[config.mk]
export PLATFORM = sky130hd
export DESIGN_NAME = traffic_light_monitor_flat
export DESIGN_NICKNAME = d
export VERILOG_FILES = /design/src/rtl/traffic_light_monitor_if.sv /design/src/rtl/traffic_light_monitor.sv /design/src/flat_wrapper.sv
export SDC_FILE = /design/constraint.sdc
export NUM_CORES = 1
export LEC_CHECK = 0
export CORE_AREA = 5 5 74 76
export DETAILED_ROUTE_END_ITERATION = 6
export DIE_AREA = 0 0 79 81
export SLEW_MARGIN = 30
export SYNTH_ARGS = -nofsm -noshare
export SYNTH_HDL_FRONTEND = slang
export SYNTH_SLANG_ARGS = --single-unit
[constraint.sdc]
create_clock -name clk -period 2.65 [get_ports clk]
set_clock_uncertainty 0.2 [all_clocks]
set_input_delay 0.3975 -clock clk [delete_from_list [all_inputs] [get_ports clk]]
set_output_delay 0.3975 -clock clk [all_outputs]
set_load 0.05 [all_outputs]
[src/rtl/traffic_light_monitor_if.sv]
// Light bus plus monitor status signals between the controller side and the monitor.
// The master modport drives the lights and the clear; the slave modport reports status.
interface traffic_light_monitor_if #(
  parameter int CW = 5
) ();
  logic [7:0]    lights;
  logic          clr;
  logic [2:0]    phase;
  logic          phase_valid;
  logic          fault;
  logic [1:0]    fault_code;
  logic [CW-1:0] dwell;

  modport master (
    output lights, clr,
    input  phase, phase_valid, fault, fault_code, dwell
  );

  modport slave (
    input  lights, clr,
    output phase, phase_valid, fault, fault_code, dwell
  );
endinterface

[src/rtl/traffic_light_monitor.sv]
// Conflict/malfunction monitor for the intersection light bus: decodes phases, checks
// phase order and dwell lengths, and latches the first fault cause until cleared.
module traffic_light_monitor #(
  parameter int T_LEFT   = 5,
  parameter int T_GREEN  = 10,
  parameter int T_YELLOW = 3,
  parameter int CW       = 5
) (
  input  logic                    clk,
  input  logic                    rst,
  traffic_light_monitor_if.slave  bus
);

  typedef enum logic [2:0] {
    P0 = 3'd0, P1 = 3'd1, P2 = 3'd2, P3 = 3'd3, P4 = 3'd4, P5 = 3'd5, P6 = 3'd6
  } phase_t;

  localparam logic [1:0] CODE_NONE    = 2'b00;
  localparam logic [1:0] CODE_ILLEGAL = 2'b01;
  localparam logic [1:0] CODE_SEQ     = 2'b10;
  localparam logic [1:0] CODE_DWELL   = 2'b11;

  localparam logic [CW-1:0] REQ_LEFT   = CW'(T_LEFT);
  localparam logic [CW-1:0] REQ_GREEN  = CW'(T_GREEN);
  localparam logic [CW-1:0] REQ_YELLOW = CW'(T_YELLOW);
  localparam logic [CW-1:0] DWELL_ONE  = CW'(1);

  phase_t        cur_reg;
  phase_t        saved_reg;
  logic          saved_vld_reg;
  logic          valid_reg;
  logic          skip_reg;
  logic [CW-1:0] dwell_reg;
  logic          fault_reg;
  logic [1:0]    code_reg;

  phase_t        d_phase;
  logic          d_legal;
  phase_t        nxt_phase;
  logic [CW-1:0] req_dwell;
  logic [CW-1:0] dwell_inc;
  logic [1:0]    cause;

  always_comb begin
    d_legal = 1'b1;
    d_phase = P0;
    case (bus.lights)
      8'h91:   d_phase = P0;
      8'h41:   d_phase = P1;
      8'h21:   d_phase = P2;
      8'h19:   d_phase = P3;
      8'h14:   d_phase = P4;
      8'h12:   d_phase = P5;
      8'h11:   d_phase = P6;
      default: d_legal = 1'b0;
    endcase
  end

  always_comb begin
    nxt_phase = (cur_reg == P5) ? P0 : phase_t'(cur_reg + 3'd1);
    case (cur_reg)
      P0, P3:  req_dwell = REQ_LEFT;
      P1, P4:  req_dwell = REQ_GREEN;
      default: req_dwell = REQ_YELLOW;
    endcase
    dwell_inc = (dwell_reg == '1) ? dwell_reg : dwell_reg + DWELL_ONE;
  end

  // Fault cause of the current sample; branches mirror the state update below.
  always_comb begin
    cause = CODE_NONE;
    if (!d_legal) begin
      cause = CODE_ILLEGAL;
    end else if (valid_reg && d_phase != cur_reg) begin
      if (cur_reg != P6 && d_phase == nxt_phase) begin
        if (!skip_reg && dwell_reg != req_dwell)
          cause = CODE_DWELL;
      end else if (d_phase == P6) begin
        cause = CODE_NONE;
      end else if (cur_reg == P6 && (!saved_vld_reg || d_phase == saved_reg)) begin
        cause = CODE_NONE;
      end else begin
        cause = CODE_SEQ;
      end
    end
  end

  always_ff @(posedge clk or posedge rst) begin
    if (rst) begin
      cur_reg       <= P0;
      saved_reg     <= P0;
      saved_vld_reg <= 1'b0;
      valid_reg     <= 1'b0;
      skip_reg      <= 1'b1;
      dwell_reg     <= '0;
      fault_reg     <= 1'b0;
      code_reg      <= CODE_NONE;
    end else begin
      if (!d_legal) begin
        valid_reg     <= 1'b0;
        skip_reg      <= 1'b1;
        dwell_reg     <= '0;
        saved_vld_reg <= 1'b0;
      end else if (!valid_reg) begin
        cur_reg       <= d_phase;
        dwell_reg     <= DWELL_ONE;
        skip_reg      <= 1'b1;
        valid_reg     <= 1'b1;
        saved_vld_reg <= 1'b0;
      end else if (d_phase == cur_reg) begin
        if (cur_reg != P6)
          dwell_reg <= dwell_inc;
      end else if (cur_reg != P6 && d_phase == nxt_phase) begin
        cur_reg   <= d_phase;
        dwell_reg <= DWELL_ONE;
        skip_reg  <= 1'b0;
      end else if (d_phase == P6) begin
        saved_reg     <= cur_reg;
        saved_vld_reg <= 1'b1;
        cur_reg       <= P6;
      end else if (cur_reg == P6 && saved_vld_reg && d_phase == saved_reg) begin
        // Returning from an all-red interruption resumes the interrupted count.
        cur_reg       <= d_phase;
        dwell_reg     <= dwell_inc;
        saved_vld_reg <= 1'b0;
      end else if (cur_reg == P6 && !saved_vld_reg) begin
        cur_reg   <= d_phase;
        dwell_reg <= DWELL_ONE;
        skip_reg  <= 1'b1;
      end else begin
        cur_reg       <= d_phase;
        dwell_reg     <= DWELL_ONE;
        skip_reg      <= 1'b1;
        saved_vld_reg <= 1'b0;
      end

      // First cause sticks; a clear in the same cycle as a new fault takes the new cause.
      if (cause != CODE_NONE) begin
        fault_reg <= 1'b1;
        if (!fault_reg || bus.clr)
          code_reg <= cause;
      end else if (bus.clr) begin
        fault_reg <= 1'b0;
        code_reg  <= CODE_NONE;
      end
    end
  end

  assign bus.phase       = cur_reg;
  assign bus.phase_valid = valid_reg;
  assign bus.fault       = fault_reg;
  assign bus.fault_code  = code_reg;
  assign bus.dwell       = dwell_reg;

endmodule
[src/flat_wrapper.sv]
// flat-port wrapper written by rule: the top's interface ports become plain ports
module traffic_light_monitor_flat 
#(
  parameter int T_LEFT   = 5,
  parameter int T_GREEN  = 10,
  parameter int T_YELLOW = 3,
  parameter int CW       = 5
)
  (clk, rst, bus_lights, bus_clr, bus_phase, bus_phase_valid, bus_fault, bus_fault_code, bus_dwell);
  traffic_light_monitor_if #(.CW(CW)) bus_i ();
  input  logic clk;
  input  logic rst;
  input wire logic [$bits(bus_i.lights)-1:0] bus_lights;
  input wire logic [$bits(bus_i.clr)-1:0] bus_clr;
  output wire logic [$bits(bus_i.phase)-1:0] bus_phase;
  output wire logic [$bits(bus_i.phase_valid)-1:0] bus_phase_valid;
  output wire logic [$bits(bus_i.fault)-1:0] bus_fault;
  output wire logic [$bits(bus_i.fault_code)-1:0] bus_fault_code;
  output wire logic [$bits(bus_i.dwell)-1:0] bus_dwell;
  assign bus_i.lights = bus_lights;
  assign bus_i.clr = bus_clr;
  assign bus_phase = bus_i.phase;
  assign bus_phase_valid = bus_i.phase_valid;
  assign bus_fault = bus_i.fault;
  assign bus_fault_code = bus_i.fault_code;
  assign bus_dwell = bus_i.dwell;
  traffic_light_monitor #(.T_LEFT(T_LEFT), .T_GREEN(T_GREEN), .T_YELLOW(T_YELLOW), .CW(CW)) u_core (.clk(clk), .rst(rst), .bus(bus_i));
endmodule
Yosys cells after proc, flatten, opt, wreduce, memory -nomap -nowiden
Index checks and enable logic that the tools add are counted.
{"block": "totals", "register_bits": 17, "latch_bits": 0, "mem_bits_rw": 0, "mem_bits_ro": 0, "out_inout_bits": 12, "mem_count": 0}
{"block": "classes", "addsub": 2, "multipliers": 0, "div_mod_pow": 0, "order_cmp": 0, "eq_ne": 29, "shifts": 0, "n_mux": 41, "n_bitwise": 2, "reduce_logical": 24}
{"op": "two-way mux 5 bit", "n": 8}
{"op": "equality test 8 x 5 -> 1 bit, second input constant", "n": 4}
{"op": "two-way mux 2 bit", "n": 9}
{"op": "one-hot mux 3 bit (6 select lines)", "n": 1}
{"op": "two-way mux 1 bit", "n": 17}
{"op": "two-way mux 3 bit", "n": 5}
{"op": "equality test 3 bit, second input constant", "n": 4}
{"op": "!= test 4 bit, second input constant", "n": 3}
{"op": "!= test 5 bit, second input constant", "n": 2}
{"op": "equality test 3 bit", "n": 3}
{"op": "!= test 3 bit, second input constant", "n": 3}
{"op": "equality test 8 x 6 -> 1 bit, second input constant", "n": 1}
{"op": "equality test 8 x 7 -> 1 bit, second input constant", "n": 1}
{"op": "equality test 8 bit, second input constant", "n": 1}
{"op": "one-hot mux 4 bit (2 select lines)", "n": 1}
{"op": "logical AND 1 bit", "n": 7}
{"op": "OR reduction 7 bit", "n": 1}
{"op": "AND reduction 2 bit", "n": 3}
{"op": "AND reduction 3 bit", "n": 2}
{"op": "adder 5 x 1 -> 5 bit, second input constant", "n": 1}
{"op": "equality test 5 bit, second input constant", "n": 1}
{"op": "!= test 5 x 4 -> 1 bit", "n": 1}
{"op": "AND reduction 5 bit", "n": 1}
{"op": "!= test 2 bit, second input constant", "n": 2}
{"op": "10 further kinds", "n": 16}

Depth between registers and ports, before layout
Gate-level depths: netlist of the first run.
{"block": "logic_depth", "ltp_word": 13, "depth_mapped": 11, "mapped_depth_nobuf": 10}

Least setup slack after synthesis of the first run
OpenSTA, ideal clock, no wires.
{"block": "synth_timing", "kind": "register -> register", "startpoint": "reg u_core.cur_reg[2], in the netlist u_core.bus.phase[2]", "endpoint": "reg u_core.code_reg[1], in the netlist u_core.bus.fault_code[1]", "t_arrival_ns": 2.673, "required_ns": 2.374, "setup_slack_ns": -0.300, "stages_incl_launch_ff": 11, "path_buffers": 1, "period_less_slack_ns": 2.950, "path_cell_list": "dfrtp_1 > clkbuf_1 > clkinv_1 > ha_1 > inv_1 > o21a_1 > a221oi_2 > and2_2 > a21oi_1 > or3_1 > o21ai_1"}
{"block": "synth_between", "elab_chain_len": 12, "elab_cells_between_ends": 31}
{"item": "start, declared", "line": "traffic_light_monitor.sv:28", "text": "phase_t cur_reg;"}
{"item": "start signal, assigned", "line": "traffic_light_monitor.sv:105", "text": "cur_reg <= d_phase;"}
{"item": "start signal, assigned", "line": "traffic_light_monitor.sv:114", "text": "cur_reg <= d_phase;"}
{"item": "start signal, assigned", "line": "traffic_light_monitor.sv:123", "text": "cur_reg <= d_phase;"}
{"item": "equality test 3 x 1 -> 1 bit (tied with other cells)", "line": "traffic_light_monitor.sv:61", "text": "case (cur_reg)"}
{"item": "OR reduction 2 bit", "line": "traffic_light_monitor.sv:61"}
{"item": "one-hot mux 4 bit (2 select lines)", "line": "traffic_light_monitor.sv:61"}
{"item": "!= test 5 x 4 -> 1 bit", "line": "traffic_light_monitor.sv:76", "text": "if (!skip_reg && dwell_reg != req_dwell)"}
{"item": "logical AND 1 bit", "line": "traffic_light_monitor.sv:76"}
{"item": "two-way mux 2 bit", "line": "traffic_light_monitor.sv:76"}
{"item": "two-way mux 2 bit", "line": "traffic_light_monitor.sv:75", "text": "if (cur_reg != P6 && d_phase == nxt_phase) begin"}
{"item": "two-way mux 2 bit (*)", "line": "traffic_light_monitor.sv:74", "text": "end else if (valid_reg && d_phase != cur_reg) begin"}
{"item": "two-way mux 2 bit (*)", "line": "traffic_light_monitor.sv:72", "text": "if (!d_legal) begin"}
{"item": "nonzero test 2 bit", "line": "traffic_light_monitor.sv:138", "text": "if (cause != CODE_NONE) begin"}
{"item": "!= test 2 bit (no line) or nonzero test 2 bit (tied branches)"}
{"item": "AND reduction 2 bit (no line)"}
{"item": "end signal, assigned", "line": "traffic_light_monitor.sv:141", "text": "code_reg <= cause;"}
{"item": "end, declared", "line": "traffic_light_monitor.sv:35", "text": "logic [1:0] code_reg;"}
Mark *: on every way between the ends. The rest lies on a longest branch, timed or not. The select of a mux whose other input is x is not followed.
A chain may end at the register's enable or synchronous reset.

Worst setup path after layout of the first run
{"block": "layout_timing", "startpoint": "in bus_lights[5]", "endpoint": "reg u_core.code_reg[1], in the netlist u_core.bus.fault_code[1]"}
{"block": "layout_between", "elab_chain_len": 13, "elab_cells_between_ends": 29}
{"item": "start, declared", "line": "flat_wrapper.sv:13", "text": "input wire logic [$bits(bus_i.lights)-1:0] bus_lights;"}
{"item": "equality test 8 x 5 -> 1 bit (tied with other cells)", "line": "traffic_light_monitor.sv:47", "text": "case (bus.lights)"}
{"item": "one-hot mux 3 bit (6 select lines)", "line": "traffic_light_monitor.sv:47"}
{"item": "equality test 3 bit", "line": "traffic_light_monitor.sv:80", "text": "end else if (cur_reg == P6 && (!saved_vld_reg || d_phase == saved_reg)) begin"}
{"item": "logical OR 1 bit", "line": "traffic_light_monitor.sv:80"}
{"item": "logical AND 1 bit", "line": "traffic_light_monitor.sv:80"}
{"item": "two-way mux 2 bit", "line": "traffic_light_monitor.sv:80"}
{"item": "two-way mux 2 bit", "line": "traffic_light_monitor.sv:78", "text": "end else if (d_phase == P6) begin"}
{"item": "two-way mux 2 bit", "line": "traffic_light_monitor.sv:75"}
{"item": "two-way mux 2 bit", "line": "traffic_light_monitor.sv:74"}
{"item": "two-way mux 2 bit (*)", "line": "traffic_light_monitor.sv:72"}
{"item": "nonzero test 2 bit", "line": "traffic_light_monitor.sv:138"}
{"item": "!= test 2 bit (no line) or nonzero test 2 bit (tied branches)"}
{"item": "AND reduction 2 bit (no line)"}
Marked as above.

==> impl_metrics.csv, run 1 <==
group,metric,value,unit
timing,finalHoldViolCount,0,
critical_path,critPathLaunchType,"primary input",
synthesis,yosysSeqAreaShare,31.3,%
synthesis,synthFlopType,"dfrtp_1",
floorplanning,die-area,6400,um^2
pwr,finalPower,1020,uW
global_routing,grt-ovfl-total,0,
synthesis,ys_types,55,
place,place_inst,262,
synthesis,synthArstFlopShare,100,%
detailed_routing,vias_per_cell,5.22,
timing,relSlewSlack,55.4,%
place,port_buffers,22,
finish,drive_above_1_share,33.8,%
finish,syn2layout_area_growth,48.7,%
global_routing,track_usage,13.0,%
critical_path,required,2.62,ns
timing,tightest_slew,0.668,ns
finish,nets,230,
place,post-dp-hpwl,2950,um
timing,fmax,0.378,GHz
cts,cts_buffer_depth,2,
pwr,ir_drop,0.254,mV
floorplanning,io_pins,23,
timing,rsz0062_at_grt,"yes",
status,status,"finished clean",
synthesis,synth_area_leaders,"dfrtp_1, a21oi_1, nand2_1",
synthesis,syn_area,1360,um^2
detailed_routing,wire_per_inst,14.5,um
synthesis,ys_seq_elements,17,
critical_path,setup.worst_path.class,"primary input to register",
cts,clk_latency,0.25,ns
synthesis,yosysTopAreaCell,"dfrtp_1",
global_routing,grt_pass1_wl,6780,um
cts,cts_tree,"yes",
cts,cts-root-buf,"clkbuf_8",
detailed_routing,wl,3910,um
synthesis,yosys_warnings,0,
finish,instances_no_fill,270,
synthesis,netlist_top_cells_count,"dfrtp_1, nand2_1, a21oi_1",
finish,final_cell_area,2030,um^2
floorplanning,die_h,81,um
pwr,power_density,502,nW/um^2
timing,post-route-period-util,99.9,%
timing,fin_hold_ws,0.308,ns
synthesis,synth_edf_count,0,
finish,final_util,43.5,%
cts,clk_pin_slew,0.07,ns
detailed_routing,ant_nets,0,
floorplanning,start_util,29.2,%
timing,min_period,2.65,ns
synthesis,syn_avg_cell_area,8.62,um^2
detailed_routing,drcViolationCount,0,
floorplanning,rows,25,
place,place_area,1890,um^2
critical_path,path_max_fanout,4,
global_routing,antenna_found_initial,0,
cts,clkSinkCount,17,
synthesis,synth_nets,171,
worst_hold_path,hold_class,"register to register",
detailed_routing,drt_pass1_iterations,4,
global_routing,grt_max_degree,18,
timing,drv_slew,0,
global_routing,first_global_vias,1474,
cts,cts_buffers,3,
synthesis,yosysTopAreaCellShare,29.4,%
finish,largest_register_ffs,5,
floorplanning,core-area,4660,um^2
critical_path,end_kind,"register",
pwr,p_leak,0.000912,uW
timing,setup_violations,0,
floorplanning,die_width,79,um
finish,diodes,0,
job,drv_cap,0,
cts,cts_max_level,1,
synthesis,yosysMostFrequentCell,"dfrtp_1",
detailed_routing,drtIter0Drc,52,
detailed_routing,vias,1410,
place,gp_congestion,0.796,
critical_path,arrival,2.62,ns
synthesis,postSynthCellCount,158,
## report_power, final
group	total [uW]	internal, uW	leakage [uW]	switching (uW)
clock	191	104	0.0000255	86.7
combinational	538	240	0.000669	299
sequential	287	277	0.000217	9.86
## critical path, stage by stage
cell      delay (ns)
buf_6           0.09
or4b_4          0.52
a2111o_1        0.40
a221oi_2        0.39
and2_4          0.23
a21oi_2         0.06
or3_1           0.40
o21ai_1         0.13
## layout by cell type, fill, tap and decap left out, types with 3 or more instances in the layout
cell type / n
buf_4: 36
nand2_1: 13
nor2_1: 9
clkdlybuf4s50_1: 14
clkbuf_8: 3
nand2b_1: 4
xnor2_1: 3
nor3_2: 3
o21ai_0: 8
dfrtp_2: 3
dlygate4sd2_1: 3
o211ai_1: 4
a21oi_1: 11
xor2_1: 5
nor3b_1: 3
dfrtp_1: 13
nor2b_1: 6
inv_1: 7
nand3_1: 4
## cell families (layout without fill, tap and decap cells)
family	after synthesis	count (layout)	share of synthesized area [%]
AND/OR/NAND/NOR	63	63	26.4
multiplexers	3	3	2.30
flip-flops	17	17	31.3
adder cells (fa/ha/maj)	2	2	1.84
buffers and inverters	12	70	3.31
XOR/XNOR	9	9	5.78
AO/OA/AOI/OAI	52	52	29.0
## cell type report
class | count | area, um^2
clock inverters | 1 | 5.00
multi-input cells | 129 | 977
well taps | 54 | 67.6
clock buffers | 3 | 41.3
repair buffers | 58 | 474
flip-flops and latches | 17 | 430
fillers | 453 | 2640
inverters | 8 | 30.0
## through the flow
stage / TNS (ns) / setup WS (ns)
after global routing: -0.348 / -0.0829
final: 0 / 0.00385
after detailed placement: -6.44 / -0.566
after floorplan: -0.172 / -0.0387
after global placement: -6.01 / -0.535
after CTS: -0.350 / -0.105
## worst paths after layout
path                                          start                  endpoint  slack, ns  depth (start not counted)
worst max-delay path                  bus_lights[5]  u_core.bus.fault_code[1]      0.004                          8
worst min-delay path            u_core.saved_reg[2]       u_core.saved_reg[2]       0.31                          2
worst max register to register  u_core.bus.phase[1]  u_core.bus.fault_code[1]       0.17                         10
worst min register to register  u_core.saved_reg[2]       u_core.saved_reg[2]       0.31                          2
max in group asynchronous                       rst       u_core.bus.phase[1]       1.44                          2
min in group asynchronous                       rst       u_core.bus.dwell[3]       0.34                          2
## what timing repair did
| item | in CTS | in global routing |
|---|---|---|
| gates cloned | 0 | 0 |
| setup buffers | 4 | 0 |
| endpoints found under the setup margin | 13 | 12 |
| hold buffers | 0 | 0 |
| gates resized for setup | 33 | 7 |
| pin swaps | 14 | 3 |
## metal layers
| metal | vias to the layer above | share of wire, % | GRT usage, % |
|---|---|---|---|
| met2 | 30 | 48 | 22.1 |
| met3 | 4 | 4.0 | 2.33 |
| li1 | 712 | - | - |
| met5 | - | 0 | 0 |
| met1 | 664 | 47 | 16.9 |
| met4 | 0 | 0.69 | 3.44 |
No activity file was read; power rests on OpenSTA's default activity.
==> run 2: changes to the inputs <==
--- a/config.mk
+++ b/config.mk
@@ -5,9 +5,9 @@
 export SDC_FILE = /design/constraint.sdc
 export NUM_CORES = 1
 export LEC_CHECK = 0
-export CORE_AREA = 5 5 74 76
+export CORE_AREA = 2 2 71 73
 export DETAILED_ROUTE_END_ITERATION = 6
-export DIE_AREA = 0 0 79 81
+export DIE_AREA = 0 0 73 75
 export SLEW_MARGIN = 30
 export SYNTH_ARGS = -nofsm -noshare
 export SYNTH_HDL_FRONTEND = slang
==> run 2 against run 1 <==
Against the previous run:
- sequential share of layout area decreased by 0.091 points
- via count decreased by 0.92%
- wire length decreased by 2.1%
- core utilization increased by 0.19 points
- cell count unchanged
- die area decreased by 14%
- clock power increased by 3%
- register-to-register slack improved by 0.05 ns
- final area increased by 0.43%
- setup slack improved by 0.0028 ns
- sequential cell count unchanged
- non-clock buffer count unchanged
- critical endpoint is now u_core.bus.dwell[3]
==> impl_metrics.csv, run 2 (synthesis gave the netlist of run 1 again) <==
group,metric,value,unit
status,status,"finished clean",
detailed_routing,vias,1397,
detailed_routing,wire_per_inst,14.2,um
floorplanning,start_util,29.2,%
detailed_routing,vias_per_cell,5.17,
floorplanning,die_width,73,um
finish,diodes,0,
critical_path,startpoint,"bus_lights[5]",
floorplanning,rows,25,
critical_path,setup.worst_path.class,"primary input to register",
detailed_routing,ant_nets,0,
critical_path,required,2.63,ns
place,post-dp-hpwl,2780,um
job,drv_cap,0,
critical_path,path_max_fanout,7,
global_routing,first_global_vias,1387,
critical_path,end_kind,"register",
finish,largest_register_ffs,5,
worst_hold_path,min_from,"u_core.saved_reg[2]",
place,dp_slack,-0.563,ns
finish,nets,230,
pwr,p_leak,0.000883,uW
detailed_routing,drt_pass1_iterations,4,
cts,cts_tree,"yes",
finish,multi_input_area,983,um^2
finish,drive_above_1_share,32.4,%
worst_hold_path,hold_class,"register to register",
cts,clk_pin_slew,0.06,ns
finish,final-seq-area,430,um^2
timing,finalHoldViolCount,0,
global_routing,grt_pass1_wl,6330,um
timing,drv_slew,0,
timing,setup_violations,0,
floorplanning,die_h,75,um
critical_path,arrival,2.62,ns
detailed_routing,wl,3830,um
cts,clk_latency,0.25,ns
global_routing,grt-ovfl-total,0,
timing,fin_hold_ws,0.307,ns
detailed_routing,drcViolationCount,0,
global_routing,antenna_found_initial,0,
floorplanning,core-area,4660,um^2
place,gp_congestion,0.810,
finish,layout_commonest_cell,"buf_4",
cts,cts-root-buf,"clkbuf_8",
cts,cts_buffers,3,
pwr,ir_drop,0.215,mV
cts,postCtsHoldBufs,0,
cts,cts_max_level,1,
timing,layout_setup_ws,0.00665,ns
floorplanning,die-area,5480,um^2
floorplanning,io_pins,23,
critical_path,critPathLaunchType,"primary input",
cts,clkSinkCount,17,
timing,relSlewSlack,54.1,%
critical_path,r2r_start,"u_core.bus.phase[1]",
timing,rsz0062_at_grt,"yes",
place,place_inst,262,
global_routing,grt_max_degree,18,
finish,fill_cells,486,
timing,tightest_slew,0.688,ns
timing,fmax,0.378,GHz
global_routing,track_usage,14.7,%
finish,instances_no_fill,270,
place,port_buffers,22,
cts,cts_buffer_depth,2,
timing,min_period,2.64,ns
detailed_routing,drtIter0Drc,38,
timing,post-route-period-util,99.7,%
pwr,power_density,511,nW/um^2
pwr,finalPower,1040,uW
finish,layout_common_cells,"buf_4, clkdlybuf4s50_1, nand2_1, dfrtp_1",
finish,syn2layout_area_growth,49.3,%
==> run 2: cell count changes in the layout (fill, tap and decap cells not counted), sizes merged <==
cell and delta:
clkbuf +1, clkinv -1
==> run 2: timing repair <==
action                     in CTS  in global routing
setup buffers                   4                  0
pin swaps                      11                  2
setup endpoints to repair      13                  9
gates resized for setup        29                  9
hold endpoints to repair        0                  0
==> run 2: per-layer routing <==
layer | share of wire [%] | track usage (%) | wire, um
met5 | 0 | 0 | 0
met4 | 1.5 | 5.97 | 59
met3 | 2.8 | 1.74 | 108
met2 | 48 | 24.7 | 1820
met1 | 48 | 19.3 | 1830
==> run 2: final cells by class <==
cell class / instances / share of cell area (%)
sequential: 17 / 21.2
clock buffer: 4 / 2.21
inverter: 8 / 1.48
timing repair buffer: 58 / 23.5
multi-input combinational: 129 / 48.3
tap: 54 / 3.32
==> run 2: report_power, final <==
group | internal [uW] | switching, uW | total [uW]
logic | 251 | 304 | 556
registers | 277 | 9.94 | 287
clock network | 107 | 89.7 | 196
==> run 2: worst paths after layout <==
kind	endpoint	slack, ns	cells past startpoint
setup / recovery	u_core.bus.dwell[3]	0.007	10
hold / removal	u_core.saved_reg[2]	0.31	2
setup reg to reg	u_core.bus.fault_code[1]	0.22	10
hold reg to reg	u_core.saved_reg[2]	0.31	2
max in group asynchronous	u_core.bus.phase[2]	1.42	2
min in group asynchronous	u_core.saved_vld_reg	0.34	2
==> run 2: critical path, stage by stage <==
cell and delay, ns:
buf_6 0.09, or4b_4 0.52, a2111o_1 0.35, buf_6 0.16
xnor2_4 0.13, and3_4 0.19, a211o_4 0.30, o31a_4 0.15
and4_1 0.21, nor3_2 0.14
==> run 2: metrics by stage <==
step,instance area (um^2),util (%),TNS (ns)
detailed placement,1890,40.6,-6.34
CTS,1990,42.8,-0.226
floorplan,1380,-,-0.172
global placement,1890,40.6,-5.99
finish,2030,43.7,0
global route,2030,43.7,-0.116
==> run 3: changes to the inputs <==
==> constraint.sdc (replaced) <==
create_clock -name clk -period 3 [get_ports clk]
set_clock_uncertainty 0.2 [all_clocks]
set_input_delay 0.45 -clock clk [delete_from_list [all_inputs] [get_ports clk]]
set_output_delay 0.45 -clock clk [all_outputs]
set_load 0.05 [all_outputs]
==> run 3 against run 2 <==
Against the previous run:
- global-route usage grew 0.096 points
- sequential cell count is the same
- register-to-register slack gained 0.42 ns
- core utilization shrank 2.0 points
- final area shrank 4.6%
- setup slack gained 0.11 ns
- hold slack gained 0.0066 ns
- non-clock buffer count shrank 6
- sequential power shrank 12%
- critical path depth shrank 1
- sequential share of layout area grew 0.83 points
- clock power shrank 10%
- highest routed layer unchanged
==> impl_metrics.csv, run 3 (synthesis gave the netlist of run 1 again) <==
group,metric,value,unit
status,status,"finished clean",
timing,rsz0062_at_grt,"no",
global_routing,grt-ovfl-total,0,
cts,cts_max_level,1,
timing,post-route-period-util,96.2,%
pwr,power_density,449,nW/um^2
detailed_routing,wl,3680,um
timing,tightest_slew,0.651,ns
pwr,finalPower,871,uW
cts,cts_buffer_depth,2,
floorplanning,die_width,73,um
critical_path,setup.worst_path.class,"primary input to register",
timing,setup_violations,0,
finish,nets,224,
timing,fmax,0.346,GHz
floorplanning,io_pins,23,
global_routing,grt_max_degree,18,
finish,layout_common_cells,"buf_4, dfrtp_1, clkdlybuf4s50_1",
critical_path,end_kind,"register",
critical_path,required,2.99,ns
floorplanning,die-area,5480,um^2
detailed_routing,vias,1402,
floorplanning,die_h,75,um
global_routing,track_usage,14.8,%
worst_hold_path,hold_class,"register to register",
cts,clk_pin_slew,0.07,ns
detailed_routing,drcViolationCount,0,
pwr,p_leak,0.000874,uW
cts,cts-root-buf,"clkbuf_8",
finish,syn2layout_area_growth,42.4,%
detailed_routing,vias_per_cell,5.31,
global_routing,antenna_found_initial,0,
timing,min_period,2.89,ns
cts,cts_tree,"yes",
finish,drive_above_1_share,23.3,%
place,gp_congestion,0.804,
place,dp_slack,-0.315,ns
timing,drv_slew,0,
global_routing,grt_pass1_wl,6240,um
floorplanning,core-area,4660,um^2
floorplanning,start_util,29.2,%
timing,layout_setup_ws,0.113,ns
finish,layout_commonest_cell,"buf_4",
cts,postCtsHoldBufs,0,
cts,cts_buffers,3,
floorplanning,rows,25,
timing,relSlewSlack,56.5,%
timing,fin_hold_ws,0.314,ns
place,post-dp-hpwl,2930,um
detailed_routing,drt_pass1_iterations,5,
detailed_routing,ant_nets,0,
place,place_inst,259,
critical_path,path_max_fanout,7,
detailed_routing,drtIter0Drc,41,
finish,largest_register_ffs,5,
detailed_routing,wire_per_inst,13.9,um
global_routing,first_global_vias,1368,
place,port_buffers,22,
finish,diodes,0,
cts,clkSinkCount,17,
timing,setup-tns-final,0,ns
critical_path,critPathLaunchType,"primary input",
critical_path,arrival,2.88,ns
timing,finalHoldViolCount,0,
cts,clk_latency,0.26,ns
job,drv_cap,0,
pwr,ir_drop,0.161,mV
finish,instances_no_fill,264,
## run 3: power breakdown
part	leakage (uW)	internal, uW	total (uW)	switching, uW
logic	0.000628	195	443	249
clock network	0.0000255	92.5	176	83.1
registers	0.000221	243	252	8.63
## run 3: what timing repair did
item / in CTS / in global routing
endpoints found under the setup margin: 7 / 9
pin swaps: 10 / 1
resized for setup: 7 / 5
buffers inserted: 1 / 0
## run 3: routing by layer
layer / routed length, um / share of wire, % / track usage [%] / up-vias
li1: - / - / - / 699
met2: 1770 / 48 / 26.2 / 27
met5: 0 / 0 / 0 / -
met4: 44 / 1.2 / 4.32 / 0
met1: 1710 / 46 / 18.7 / 671
met3: 154 / 4.2 / 2.14 / 5
## run 3: worst max-delay path, stage by stage
cell,delay [ns]
dlygate4sd2_1,0.24
or4b_1,0.52
a2111o_1,0.48
xnor2_1,0.19
and3_4,0.21
a211o_4,0.33
o31a_4,0.14
and4_1,0.19
nor3_2,0.14
## run 3: through the flow
stage,util [%],area [um^2]
2_1_floorplan,-,1360
3_3_place_gp,39.8,1850
3_5_place_dp,39.8,1850
4_1_cts,41.3,1930
5_1_grt,41.6,1940
6_report,41.6,1940
## run 3: layout make-up
class | instances | area, um^2
inverter | 8 | 30.0
multi-input combinational | 129 | 920
clock inverter | 1 | 5.00
timing repair buffer | 52 | 450
sequential | 17 | 427
fill | 474 | 2720
clock buffer | 3 | 41.3
tap | 54 | 67.6
## run 3: final timing paths
| kind | from | to | slack (ns) | depth (start not counted) |
|---|---|---|---|---|
| hold reg to reg | u_core.saved_reg[2] | u_core.saved_reg[2] | 0.31 | 2 |
| setup reg to reg | u_core.bus.phase[1] | u_core.bus.fault_code[1] | 0.64 | 9 |
| setup / recovery | bus_lights[5] | u_core.bus.dwell[2] | 0.11 | 9 |
| hold / removal | u_core.saved_reg[2] | u_core.saved_reg[2] | 0.31 | 2 |
| min in group asynchronous | rst | u_core.saved_reg[2] | 0.37 | 2 |
| max in group asynchronous | rst | u_core.bus.phase_valid | 1.80 | 2 |
